**src/rtl/raifes_uart_pkg.sv**
```systemverilog
// Shared UART constants and state encoding for the raifes transmitter and receiver.
package raifes_uart_pkg;

  localparam int DATA_W           = 8;
  localparam int CLKS_PER_BIT_DEF = 217;

  // Mid-bit offset used to land the first sample in the centre of the start bit.
  function automatic int half_bit(input int cpb);
    return (cpb - 1) / 2;
  endfunction

  localparam int HALF_BIT_DEF = half_bit(CLKS_PER_BIT_DEF);

  typedef enum logic [2:0] {
    ST_IDLE,
    ST_START,
    ST_DATA,
    ST_STOP,
    ST_WAIT_HIGH
  } uart_state_e;

endpackage

```
**src/rtl/raifes_uart_rx_if.sv**
```systemverilog
// Receive-side peripheral bus: FWFT byte stream with read strobe plus sticky error flags.
interface raifes_uart_rx_if;

  logic [raifes_uart_pkg::DATA_W-1:0] rdata;
  logic                               rvalid;
  logic                               read_strobe;
  logic                               frame_err;
  logic                               overrun;
  logic                               err_clear;

  modport master (
    output rdata, rvalid, frame_err, overrun,
    input  read_strobe, err_clear
  );

  modport slave (
    input  rdata, rvalid, frame_err, overrun,
    output read_strobe, err_clear
  );

endinterface

```
**src/rtl/raifes_uart_rx_fifo.sv**
```systemverilog
// First-word-fall-through FIFO: rdata is the registered head entry, push/pop take effect next edge.
// A pop on empty is ignored; a push on full is accepted only alongside a pop.
module raifes_uart_rx_fifo #(
  parameter int DEPTH = 4,
  parameter int WIDTH = 8
) (
  input  logic             clk,
  input  logic             reset,
  input  logic             push,
  input  logic [WIDTH-1:0] wdata,
  input  logic             pop,
  output logic [WIDTH-1:0] rdata,
  output logic             empty,
  output logic             full
);

  localparam int AW = $clog2(DEPTH);

  logic [WIDTH-1:0] mem_q [DEPTH];
  logic [WIDTH-1:0] mem_d [DEPTH];
  logic [AW-1:0]    wr_ptr_q, wr_ptr_d;
  logic [AW-1:0]    rd_ptr_q, rd_ptr_d;
  logic [AW:0]      count_q, count_d;
  logic             do_push, do_pop;

  assign empty   = (count_q == '0);
  assign full    = (count_q == (AW+1)'(DEPTH));
  assign do_pop  = pop && !empty;
  assign do_push = push && (!full || do_pop);
  assign rdata   = mem_q[rd_ptr_q];

  always_comb begin
    mem_d    = mem_q;
    wr_ptr_d = wr_ptr_q;
    rd_ptr_d = rd_ptr_q;
    if (do_push) begin
      mem_d[wr_ptr_q] = wdata;
      wr_ptr_d        = wr_ptr_q + 1'b1;
    end
    if (do_pop) begin
      rd_ptr_d = rd_ptr_q + 1'b1;
    end
    count_d = count_q + (AW+1)'(do_push) - (AW+1)'(do_pop);
  end

  always_ff @(posedge clk or posedge reset) begin
    if (reset) begin
      for (int i = 0; i < DEPTH; i++) mem_q[i] <= '0;
      wr_ptr_q <= '0;
      rd_ptr_q <= '0;
      count_q  <= '0;
    end else begin
      mem_q    <= mem_d;
      wr_ptr_q <= wr_ptr_d;
      rd_ptr_q <= rd_ptr_d;
      count_q  <= count_d;
    end
  end

endmodule

```
**src/rtl/raifes_uart_rx.sv**
```systemverilog
// 8N1 UART receiver: mid-bit sampling via a down-counting bit timer, bytes land in an FWFT FIFO.
// Byte visible 2063 clocks after the start edge is seen; a byte finishing into a full FIFO is dropped and flagged.
module raifes_uart_rx
  import raifes_uart_pkg::*;
#(
  parameter int CLKS_PER_BIT = CLKS_PER_BIT_DEF,
  parameter int FIFO_DEPTH   = 4
) (
  input  logic              clk,
  input  logic              reset,
  input  logic              UART_RX,
  raifes_uart_rx_if.master  bus
);

  localparam int            TW        = $clog2(CLKS_PER_BIT);
  localparam logic [TW-1:0] BIT_LOAD  = TW'(CLKS_PER_BIT - 1);
  localparam logic [TW-1:0] HALF_LOAD = TW'(half_bit(CLKS_PER_BIT));

  logic [1:0]        sync_q, sync_d;
  uart_state_e       state_q, state_d;
  logic [TW-1:0]     timer_q, timer_d;
  logic [2:0]        bit_cnt_q, bit_cnt_d;
  logic [DATA_W-1:0] shift_q, shift_d;
  logic              frame_err_q, frame_err_d;
  logic              overrun_q, overrun_d;
  logic              rx_s, tick, push, frame_set, overrun_set;
  logic              fifo_empty, fifo_full;

  assign rx_s   = sync_q[1];
  assign tick   = (timer_q == '0);
  assign sync_d = {sync_q[0], UART_RX};

  always_comb begin
    state_d   = state_q;
    timer_d   = tick ? timer_q : timer_q - 1'b1;
    bit_cnt_d = bit_cnt_q;
    shift_d   = shift_q;
    push      = 1'b0;
    frame_set = 1'b0;
    unique case (state_q)
      ST_IDLE: if (!rx_s) begin
        state_d = ST_START;
        timer_d = HALF_LOAD;
      end
      ST_START: if (tick) begin
        state_d   = rx_s ? ST_IDLE : ST_DATA;
        timer_d   = BIT_LOAD;
        bit_cnt_d = '0;
      end
      ST_DATA: if (tick) begin
        shift_d   = {rx_s, shift_q[DATA_W-1:1]};
        timer_d   = BIT_LOAD;
        bit_cnt_d = bit_cnt_q + 1'b1;
        if (bit_cnt_q == 3'd7) state_d = ST_STOP;
      end
      // Returning to IDLE at mid-stop lets a back-to-back start edge be caught.
      ST_STOP: if (tick) begin
        push      = rx_s;
        frame_set = !rx_s;
        state_d   = rx_s ? ST_IDLE : ST_WAIT_HIGH;
      end
      ST_WAIT_HIGH: if (rx_s) state_d = ST_IDLE;
      default: state_d = ST_IDLE;
    endcase

    // A full FIFO with a same-cycle read still has room, so only an unread full FIFO overruns.
    overrun_set = push && fifo_full && !bus.read_strobe;
    frame_err_d = frame_set   || (frame_err_q && !bus.err_clear);
    overrun_d   = overrun_set || (overrun_q   && !bus.err_clear);
  end

  always_ff @(posedge clk or posedge reset) begin
    if (reset) begin
      sync_q      <= 2'b11;
      state_q     <= ST_IDLE;
      timer_q     <= '0;
      bit_cnt_q   <= '0;
      shift_q     <= '0;
      frame_err_q <= 1'b0;
      overrun_q   <= 1'b0;
    end else begin
      sync_q      <= sync_d;
      state_q     <= state_d;
      timer_q     <= timer_d;
      bit_cnt_q   <= bit_cnt_d;
      shift_q     <= shift_d;
      frame_err_q <= frame_err_d;
      overrun_q   <= overrun_d;
    end
  end

  raifes_uart_rx_fifo #(
    .DEPTH (FIFO_DEPTH),
    .WIDTH (DATA_W)
  ) u_fifo (
    .clk   (clk),
    .reset (reset),
    .push  (push),
    .wdata (shift_q),
    .pop   (bus.read_strobe),
    .rdata (bus.rdata),
    .empty (fifo_empty),
    .full  (fifo_full)
  );

  assign bus.rvalid    = !fifo_empty;
  assign bus.frame_err = frame_err_q;
  assign bus.overrun   = overrun_q;

endmodule

```
**src/flat_wrapper.sv**
```systemverilog
// flat-port wrapper written by rule: the top's interface ports become plain ports
module raifes_uart_rx_flat import raifes_uart_pkg::*;
#(
  parameter int CLKS_PER_BIT = CLKS_PER_BIT_DEF,
  parameter int FIFO_DEPTH   = 4
)
  (clk, reset, UART_RX, bus_rdata, bus_rvalid, bus_frame_err, bus_overrun, bus_read_strobe, bus_err_clear);
  raifes_uart_rx_if bus_i ();
  input  logic clk;
  input  logic reset;
  input  logic UART_RX;
  output wire logic [$bits(bus_i.rdata)-1:0] bus_rdata;
  output wire logic [$bits(bus_i.rvalid)-1:0] bus_rvalid;
  output wire logic [$bits(bus_i.frame_err)-1:0] bus_frame_err;
  output wire logic [$bits(bus_i.overrun)-1:0] bus_overrun;
  input wire logic [$bits(bus_i.read_strobe)-1:0] bus_read_strobe;
  input wire logic [$bits(bus_i.err_clear)-1:0] bus_err_clear;
  assign bus_rdata = bus_i.rdata;
  assign bus_rvalid = bus_i.rvalid;
  assign bus_frame_err = bus_i.frame_err;
  assign bus_overrun = bus_i.overrun;
  assign bus_i.read_strobe = bus_read_strobe;
  assign bus_i.err_clear = bus_err_clear;
  raifes_uart_rx #(.CLKS_PER_BIT(CLKS_PER_BIT), .FIFO_DEPTH(FIFO_DEPTH)) u_core (.clk(clk), .reset(reset), .UART_RX(UART_RX), .bus(bus_i));
endmodule
```
**config.mk**
```make
export PLATFORM = sky130hd
export DESIGN_NAME = raifes_uart_rx_flat
export DESIGN_NICKNAME = d
export VERILOG_FILES = /design/src/rtl/raifes_uart_pkg.sv /design/src/rtl/raifes_uart_rx_if.sv /design/src/rtl/raifes_uart_rx_fifo.sv /design/src/rtl/raifes_uart_rx.sv /design/src/flat_wrapper.sv
export SDC_FILE = /design/constraint.sdc
export NUM_CORES = 1
export LEC_CHECK = 0
export CORE_UTILIZATION = 44
export CTS_BUF_LIST = sky130_fd_sc_hd__clkbuf_4 sky130_fd_sc_hd__clkbuf_8
export CTS_CLUSTER_DIAMETER = 150
export DETAILED_ROUTE_END_ITERATION = 10
export DONT_BUFFER_PORTS = 1
export PLACE_DENSITY_LB_ADDON = 0.25
export SLEW_MARGIN = 15
export SYNTH_ARGS = -nofsm -noshare
export SYNTH_HDL_FRONTEND = slang
export SYNTH_SLANG_ARGS = --single-unit
```
**constraint.sdc**
```tcl
create_clock -name clk -period 3.3 [get_ports clk]
set_clock_uncertainty 0.15 [all_clocks]
set_input_delay 0 -clock clk [delete_from_list [all_inputs] [get_ports clk]]
set_output_delay 0 -clock clk [all_outputs]
set_load 0.02 [all_outputs]
```
# Word-level counts from Yosys, hierarchy flattened

Index checks and enable logic that the tools add are counted.

Register bits after elaboration: 65
Output and inout bits: 11
Logic and storage cells: 86

Add/sub/neg operators: 6
Order comparisons: 3
Equal/unequal tests: 12
Mux-type cells: 26
Bitwise gates (word level): 2
Reduce and logical (&&, ||, !) cells: 23

Operators with widths:

| operator                                                  | count |
|---|---|
| 2-to-1 mux 8 bit                                          | 6 |
| bitwise mux 32 bit                                        | 1 |
| 2-to-1 mux 3 bit                                          | 9 |
| binary-select mux 8 bit (select 2 bit)                    | 1 |
| demux 8 bit (select 2 bit)                                | 1 |
| case mux 8 bit (2 select lines)                           | 1 |
| case mux 3 bit (5 select lines)                           | 1 |
| inequality test 2 x 1 -> 1 bit (second input constant)    | 5 |
| == test 3 bit (second input constant)                     | 3 |
| logical NOT 8 bit                                         | 1 |
| subtractor 8 x 1 -> 8 bit (second input constant)         | 1 |
| logical AND 1 bit                                         | 7 |
| == test 3 x 2 -> 1 bit (second input constant)            | 2 |
| greater-or-equal comparator 3 bit (second input constant) | 2 |
| logical NOT 3 bit                                         | 2 |
| NOT 2 -> 3 bit                                            | 2 |
| case mux 3 bit (2 select lines)                           | 1 |
| AND reduction 6 bit                                       | 1 |
| logical NOT 1 bit                                         | 5 |
| adder 2 x 1 -> 2 bit (second input constant)              | 2 |
| 2-to-1 mux 1 bit                                          | 4 |
| adder 3 x 1 -> 3 bit                                      | 1 |
| adder 3 x 1 -> 3 bit (second input constant)              | 1 |
| == test 3 x 1 -> 1 bit (second input constant)            | 1 |
| 9 further kinds                                           | 11 |

# Longest topological paths before layout

Gate-level depths: netlist of the first run.

Depth in word-level cells: 7
Mapped depth: 13
Gate-level depth less buffers: 12

# Hierarchy

Synthesis of the first run repeated with hierarchy kept, for this count alone.

Cells, all modules: 230
Area, all modules: 3,121.7 um^2

Modules (own cells, without submodules):

| module              | times used | cells each | area each (um^2) | sequential area each (um^2) |
|---|---|---|---|---|
| raifes_uart_rx_fifo | 1          | 115        | 1,798.0          | 975.9 |
| raifes_uart_rx      | 1          | 115        | 1,323.8          | 653.1 |

# Worst setup path before layout of the first run

Ideal clock, no wire load.

Path kind: register to register
Start: register u_core.timer_q[0]
End: register u_core.u_fifo.count_q[2]
Library setup time: 0.123 ns
Data arrival time: 3.022 ns
Data required time: 3.027 ns
Path slack: 0.005 ns
Cell stages (with the launch flop): 14
Path buffers: 1
Cell sequence: dfrtp_1 -> inv_1 -> ha_1 -> or3b_1 -> clkbuf_1 -> nor4b_4 -> inv_1 -> ha_1 -> inv_1 -> ha_1 -> inv_1 -> fa_1 -> xnor2_1 -> xnor2_1

Longest elaborated chain between the ends: 6

Ends and longest elaborated chain:

| item                         | line                      | source |
|---|---|---|
| start, declared              | raifes_uart_rx.sv:21      | `logic [TW-1:0] timer_q, timer_d;` |
| start signal, assigned       | raifes_uart_rx.sv:84      | `timer_q <= timer_d;` |
| logical NOT 8 bit            | raifes_uart_rx.sv:30      | `assign tick = (timer_q == '0);` |
| 2-to-1 mux 1 bit             | raifes_uart_rx.sv:57      | `ST_STOP: if (tick) begin` |
| 2-to-1 mux 1 bit             | raifes_uart_rx.sv:40      | `unique case (state_q)` |
| logical AND 1 bit            | raifes_uart_rx_fifo.sv:29 | `assign do_push = push && (!full \|\| do_pop);` |
| adder 3 x 1 -> 3 bit         | raifes_uart_rx_fifo.sv:43 | `count_d = count_q + (AW+1)'(do_push) - (AW+1)'(do_pop);` |
| subtractor 3 x 1 -> 3 bit    | raifes_uart_rx_fifo.sv:43 |  |
| net u_core.u_fifo.count_d[2] | raifes_uart_rx_fifo.sv:23 | `logic [AW:0] count_q, count_d;` |
| end signal, assigned         | raifes_uart_rx_fifo.sv:56 | `count_q <= count_d;` |
| end, declared                | raifes_uart_rx_fifo.sv:23 |  |

The timed path passes the listed nets, and every way through them passes these cells.
A chain may end at the register's enable or synchronous reset.

# Final worst setup path of the first run

Ends and elaborated chain as after synthesis.

==> impl_metrics.py, run 1 <==
metrics = {
    "status": {
        "status": "finished clean",
    },
    "detailed_routing": {
        "drc": 0,
        "drt-initial-drc-count": 70,
        "viasPerCell": 5.49,
        "drtAntennaViolNets": 0,
        "wl_microns": 5040,
        "wl_per_cell_microns": 16.4,
        "via_count": 1685,
        "first_pass_iters": 4,
    },
    "placed_design": {
        "gp_congestion": 0.745,
        "port_buffers": 0,
        "hpwlAfterDp_microns": 3360,
    },
    "sta": {
        "rsz0062_at_grt": "false",
        "finalHoldViolCount": 0,
        "setup_viol": 0,
        "max_freq_mhz": 337,
        "period_share_pct": 90.0,
        "tns_ns": 0,
        "max_slew.worst_pin.slew_ns": 0.632,
        "maxSlewViolCount": 0,
        "relSlewSlack_pct": 57.8,
        "min_period_ns": 2.97,
    },
    "critical_path": {
        "r2r_slack_ns": 0.33,
        "worstSetupStartpointType": "flip-flop",
        "crit_type": "reg2reg",
        "crit_arrival_ns": 3.08,
        "worst_setup_path_end_kind": "flip-flop",
        "crit_path_max_fanout": 5,
        "required_ns": 3.41,
    },
    "global_route": {
        "grt_max_degree": 37,
        "antenna_found_initial": 0,
        "grt_pass1_vias": 1721,
        "grtUsageMet2_pct": 24.9,
        "met1_usage_pct": 22.4,
        "grt_most_used_layer": "met2",
        "grt_pass1_wl_microns": 8930,
        "grt_usage_pct": 16.8,
        "grt_use_met3_pct": 5.21,
        "grt-ovfl-total": 0,
    },
    "cells_and_area": {
        "layout-drive-gt1-share_pct": 34.8,
        "fin_nets": 241,
        "final_util_pct": 52.1,
        "n_antenna_cell": 0,
        "syn_to_final_growth_pct": 12.8,
    },
    "synth": {
        "yosys_register_bits": 65,
        "yosysTopAreaCellShare_pct": 52.8,
        "synth_seq_area_share_pct": 54.6,
        "syn_area_sq_mm": 0.00298,
        "synth_nets": 230,
        "synth.distinct_cells": 44,
        "yosys_warnings": 0,
        "avgSynthCellArea_sq_um": 13.9,
        "netlist_instances": 214,
        "synth_area_leader_cell": "dfrtp_1",
        "synth.area.top_cells": "dfrtp_1 (53%), mux2_2 (14%), mux4_2 (6.0%), ha_1 (4.2%), xnor2_1 (2.3%)",
    },
    "die": {
        "die_w_microns": 84.4,
        "coreArea_sq_mm": 0.00646,
        "start_util_pct": 46.2,
        "ioPinCount": 16,
        "die_y_microns": 84.4,
        "dieArea_sq_mm": 0.00712,
        "rows": 29,
    },
    "cts": {
        "cts_root_buffer": "clkbuf_8",
        "cts_sinks": 65,
        "cts.clk_slew.worst_paths_ns": 0.08,
        "cts_setup_buffers": 0,
        "tritoncts": "yes",
        "htreeDepth": 3,
        "clock_path_buffers": 2,
        "cts_buffers": 9,
        "clk-insertion-delay-late_ns": 0.34,
    },
    "worst_hold_path": {
        "min_path_type": "in2async",
    },
    "flow_run": {
        "cap_violations": 0,
    },
    "power": {
        "vdd_drop_max_mv": 0.284,
        "powerDensity_mw_per_mm2": 569,
        "power.leakage_uw": 0.00160,
    },
}
[synthesized netlist by cell type (all sizes together)]
master / number
nand2b: 1
o22ai: 1
mux4: 8
nand3: 1
mux2: 41
or3: 3
nor2: 11
nor3: 3
nor4: 1
o21ai: 5
nand4b: 1
and2: 1
xor2: 1
a21oi: 3
nor4b: 2
inv: 13
mux2i: 1
clkbuf: 5
xnor2: 8
a211oi: 2
dfrtp: 63
a311oi: 1
nand3b: 1
or4: 2
and3: 1
dfstp: 2
ha: 10
or4b: 1
or3b: 1
a22o: 2
o31ai: 3
o32ai: 1
nor3b: 1
buf: 2
nand2: 10
fa: 1
[where the power goes]
| group | total, uW | switching, uW | internal (uW) |
|---|---|---|---|
| registers | 916 | 83.9 | 833 |
| logic | 161 | 64.8 | 95.9 |
| clock network | 838 | 313 | 525 |
| total | 1910 | 461 | 1450 |
[cell type report]
cell class	instances	area (sq um)
clock buffers	10	138
clock inverters	6	114
fillers	550	3090
inverters	13	48.8
multi-input cells	129	1280
flip-flops and latches	65	1630
well taps	77	96.3
repair buffers	7	62.6
[cell families (layout without fill, tap and decap cells)]
logic type	count (synthesis)	after routing	share of synthesized area, %
mux	50	50	22.1
buf+inv	20	36	2.56
compound gates	18	18	3.98
fa+ha+maj	11	11	4.86
simple gates	41	41	9.27
xor+xnor	9	9	2.64
flops	65	65	54.6
[critical path: stages, from the launching register on]
cell,delay [ns]
dfrtp_1,0.39
inv_1,0.09
ha_1,0.19
or3b_1,0.48
nor4b_4,0.32
inv_1,0.07
ha_1,0.28
inv_1,0.05
ha_1,0.12
inv_1,0.05
fa_1,0.38
xnor2_1,0.18
xnor2_1,0.13
[final timing paths]
path	from	endpoint	cells after the start
worst max-delay path	u_core.timer_q[0]	u_core.u_fifo.count_q[2]	12
worst min-delay path	reset	u_core.timer_q[4]	2
worst max register to register	u_core.timer_q[0]	u_core.u_fifo.count_q[2]	12
worst min register to register	u_core.sync_q[0]	u_core.sync_q[1]	0
max in group asynchronous	reset	u_core.u_fifo.mem_q[19]	3
min in group clk	UART_RX	u_core.sync_q[0]	1
[through the flow]
| stage | std cells | setup WS, ns | hold WS [ns] | cell area (sq um) | total power, uW |
|---|---|---|---|---|---|
| floorplan | 214 | 0.00515 | -0.146 | 2980 | 1050 |
| global placement | 287 | 0.417 | -0.147 | 3080 | 1090 |
| detailed placement | 287 | 0.327 | -0.149 | 3080 | 1100 |
| CTS | 307 | 0.309 | 0.0338 | 3370 | 1940 |
| global route | 307 | 0.126 | 0.0389 | 3370 | 2000 |
| finish | 307 | 0.331 | 0.0460 | 3370 | 1910 |
[metal layers]
metal | routed length, microns | part of all wire [%]
met5 | 0 | 0
met4 | 124 | 2.5
met3 | 204 | 4.0
met2 | 2340 | 46
met1 | 2370 | 47
[registers in the layout, summed over array words and instances (netlist names)]
signal,flops
u_core.shift_q,8
u_core.bus.frame_err,1
u_core.state_q,3
u_core.sync_q,2
u_core.timer_q,8
u_core.u_fifo.count_q,3
u_core.u_fifo.wr_ptr_q,2
u_core.u_fifo.rd_ptr_q,2
u_core.u_fifo.mem_q,32
u_core.bit_cnt_q,3
u_core.bus.overrun,1
[what timing repair did]
| action | 4_1_cts | 5_1_grt |
|---|---|---|
| hold buffers | 4 | 0 |
| resized for setup | 0 | 0 |
| hold endpoints to repair | 34 | 0 |
[placed cells by master (no fill, tap or decap), types with 2 or more instances in the layout]
cell type,n
mux2_2,38
o21ai_0,5
inv_1,12
clkbuf_8,10
nor3_1,3
mux4_2,8
nand2_4,4
or3_1,2
mux2_4,2
buf_4,3
dfstp_2,2
clkinvlp_4,2
dlygate4sd3_1,4
a21oi_1,3
nand2_1,6
bufinv_16,3
nor2_1,10
a211oi_1,2
o31ai_1,3
ha_1,10
xnor2_1,8
dfrtp_1,63
a22o_1,2
(Power assumes the default switching activity.)
==> inputs of run 2 (changes only) <==
--- a/config.mk
+++ b/config.mk
@@ -10,7 +10,7 @@
 export CTS_CLUSTER_DIAMETER = 150
 export DETAILED_ROUTE_END_ITERATION = 10
 export DONT_BUFFER_PORTS = 1
-export PLACE_DENSITY_LB_ADDON = 0.25
+export PLACE_DENSITY = 0.65
 export SLEW_MARGIN = 15
 export SYNTH_ARGS = -nofsm -noshare
 export SYNTH_HDL_FRONTEND = slang
==> constraint.sdc (replaced) <==
create_clock -name clk -period 2.9 [get_ports clk]
set_clock_uncertainty 0.15 [all_clocks]
set_input_delay 0 -clock clk [delete_from_list [all_inputs] [get_ports clk]]
set_output_delay 0 -clock clk [all_outputs]
set_load 0.02 [all_outputs]
==> impl_metrics.py, run 2 (synthesis results as in run 1) <==
metrics = {
    "cts": {
        "clk-insertion-delay-late_ns": 0.33,
        "cts.clk_slew.worst_paths_ns": 0.07,
        "clock_path_buffers": 2,
        "htreeDepth": 3,
        "cts_sinks": 65,
        "tritoncts": "yes",
        "cts_buffers": 9,
        "cts_root_buffer": "clkbuf_8",
    },
    "cells_and_area": {
        "largest_register_ff_count": 32,
        "max_flop_register": "u_core.u_fifo.mem_q",
        "final_common_cell": "dfrtp_1",
        "fin_nets": 250,
        "multi_input_area_sq_mm": 0.00130,
        "top_regs": "u_core.u_fifo.mem_q x32, u_core.shift_q x8, u_core.timer_q x8",
        "n_antenna_cell": 0,
        "layout-drive-gt1-share_pct": 38.5,
        "syn_to_final_growth_pct": 14.4,
        "stdcell_count": 316,
        "layout_common_cells": "dfrtp_1 (63), mux2_2 (38), inv_1 (11)",
        "ff_latch_area_sq_mm": 0.00163,
        "fill_cells": 547,
    },
    "die": {
        "coreArea_sq_mm": 0.00646,
        "ioPinCount": 16,
        "rows": 29,
        "die_y_microns": 84.4,
        "start_util_pct": 46.2,
        "dieArea_sq_mm": 0.00712,
        "die_w_microns": 84.4,
    },
    "sta": {
        "relSlewSlack_pct": 56.0,
        "period_share_pct": 94.5,
        "max_slew.worst_pin.slew_ns": 0.657,
        "finalHoldViolCount": 0,
        "maxSlewViolCount": 0,
        "max_freq_mhz": 365,
        "setup_viol": 0,
        "min_period_ns": 2.74,
        "rsz0062_at_grt": "false",
    },
    "critical_path": {
        "crit_start": "u_core.timer_q[4]",
        "crit_type": "reg2reg",
        "r2r-start": "u_core.timer_q[4]",
        "crit-reg2reg-capture": "u_core.u_fifo.count_q[2]",
        "crit_path_max_fanout": 5,
        "worstSetupStartpointType": "flip-flop",
        "crit_arrival_ns": 2.81,
        "crit_end": "u_core.u_fifo.count_q[2]",
        "worst_setup_path_end_kind": "flip-flop",
        "required_ns": 2.96,
        "rr_worst_depth": 10,
        "r2r_slack_ns": 0.16,
    },
    "power": {
        "vdd_drop_max_mv": 0.263,
        "powerDensity_mw_per_mm2": 586,
        "total_power_uw": 2000,
        "power.leakage_uw": 0.00164,
    },
    "detailed_routing": {
        "drt-initial-drc-count": 104,
        "first_pass_iters": 7,
        "viasPerCell": 5.36,
        "drc": 4,
        "drtAntennaViolNets": 0,
        "via_count": 1695,
        "wl_per_cell_microns": 16.2,
        "wl_microns": 5110,
    },
    "flow_run": {
        "cap_violations": 0,
    },
    "status": {
        "status": "complete, but fails checks",
        "failed_checks": "DRC",
    },
    "global_route": {
        "grt_pass1_wl_microns": 8720,
        "grt_pass1_vias": 1723,
        "grt_max_degree": 27,
        "grt-ovfl-total": 0,
        "antenna_found_initial": 0,
        "grt_usage_pct": 16.5,
    },
    "placed_design": {
        "hpwlAfterDp_microns": 3360,
        "port_buffers": 0,
        "gp_congestion": 0.760,
        "dp.cells": 291,
    },
    "worst_hold_path": {
        "min_path_type": "in2async",
    },
}
## run 2: cell types whose count changed in the layout (fill, tap and decap cells not counted), moves of 2 or more
cell	before	now
buf_4	3	10
bufinv_16	3	1
clkinv_2	0	2
dlygate4sd3_1	4	6
## run 2: worst min path at each step
stage                                     end  slack (ns)  cells after the start
floorplan                    u_core.sync_q[0]       -0.15                      0
global placement    u_core.u_fifo.wr_ptr_q[0]       -0.27                      1
detailed placement  u_core.u_fifo.wr_ptr_q[0]       -0.27                      1
CTS                          u_core.sync_q[1]        0.03                      2
global route                 u_core.sync_q[1]        0.04                      2
finish                       u_core.sync_q[0]        0.05                      2
## run 2: area by class of cell
cell class / instances / area share [%]
tap: 77 / 2.82
inverter: 13 / 1.43
clock buffer: 11 / 4.25
timing repair buffer: 16 / 3.96
clock inverter: 5 / 1.61
multi-input combinational: 129 / 38.2
sequential: 65 / 47.7
## run 2: power breakdown
group          internal (uW)  switching (uW)  leakage, uW  total, uW
Sequential               948             101     0.000866       1050
Combinational            121            75.0     0.000673        196
Clock                    427             329    0.0000987        756
## run 2: layer usage
layer  GRT usage (%)  vias to the layer above  wire, microns
met5               0                        -              0
met4            8.78                        0             96
met3            3.83                        9            259
met2            24.6                       33           2330
met1            22.6                      855           2420
li1                -                      798              -
## run 2: through the flow
stage	setup TNS [ns]	hold WS [ns]	setup WS [ns]	util [%]	cell area, sq um
after floorplan	-0.557	-0.146	-0.311	-	3000
after global placement	0	-0.267	0.166	48.2	3110
after detailed placement	0	-0.267	0.0993	48.2	3110
after CTS	0	0.0326	0.0836	52.2	3370
after global routing	0	0.0352	0.0118	52.8	3410
final	0	0.0520	0.158	52.8	3410
## run 2: worst max-delay path, cell delays in order, from the launching register on
cell	delay, ns
dfrtp_1	0.43
or4_4	0.59
nor4b_4	0.28
inv_1	0.07
ha_1	0.26
inv_1	0.05
ha_1	0.12
inv_1	0.05
fa_2	0.35
xnor2_2	0.15
xnor2_1	0.12
## run 2: what timing repair did
item,in CTS,in global routing
buffers inserted,0,3
hold buffers,6,0
endpoints found under the hold margin,70,0
gates resized for setup,0,4
setup endpoints to repair,0,1
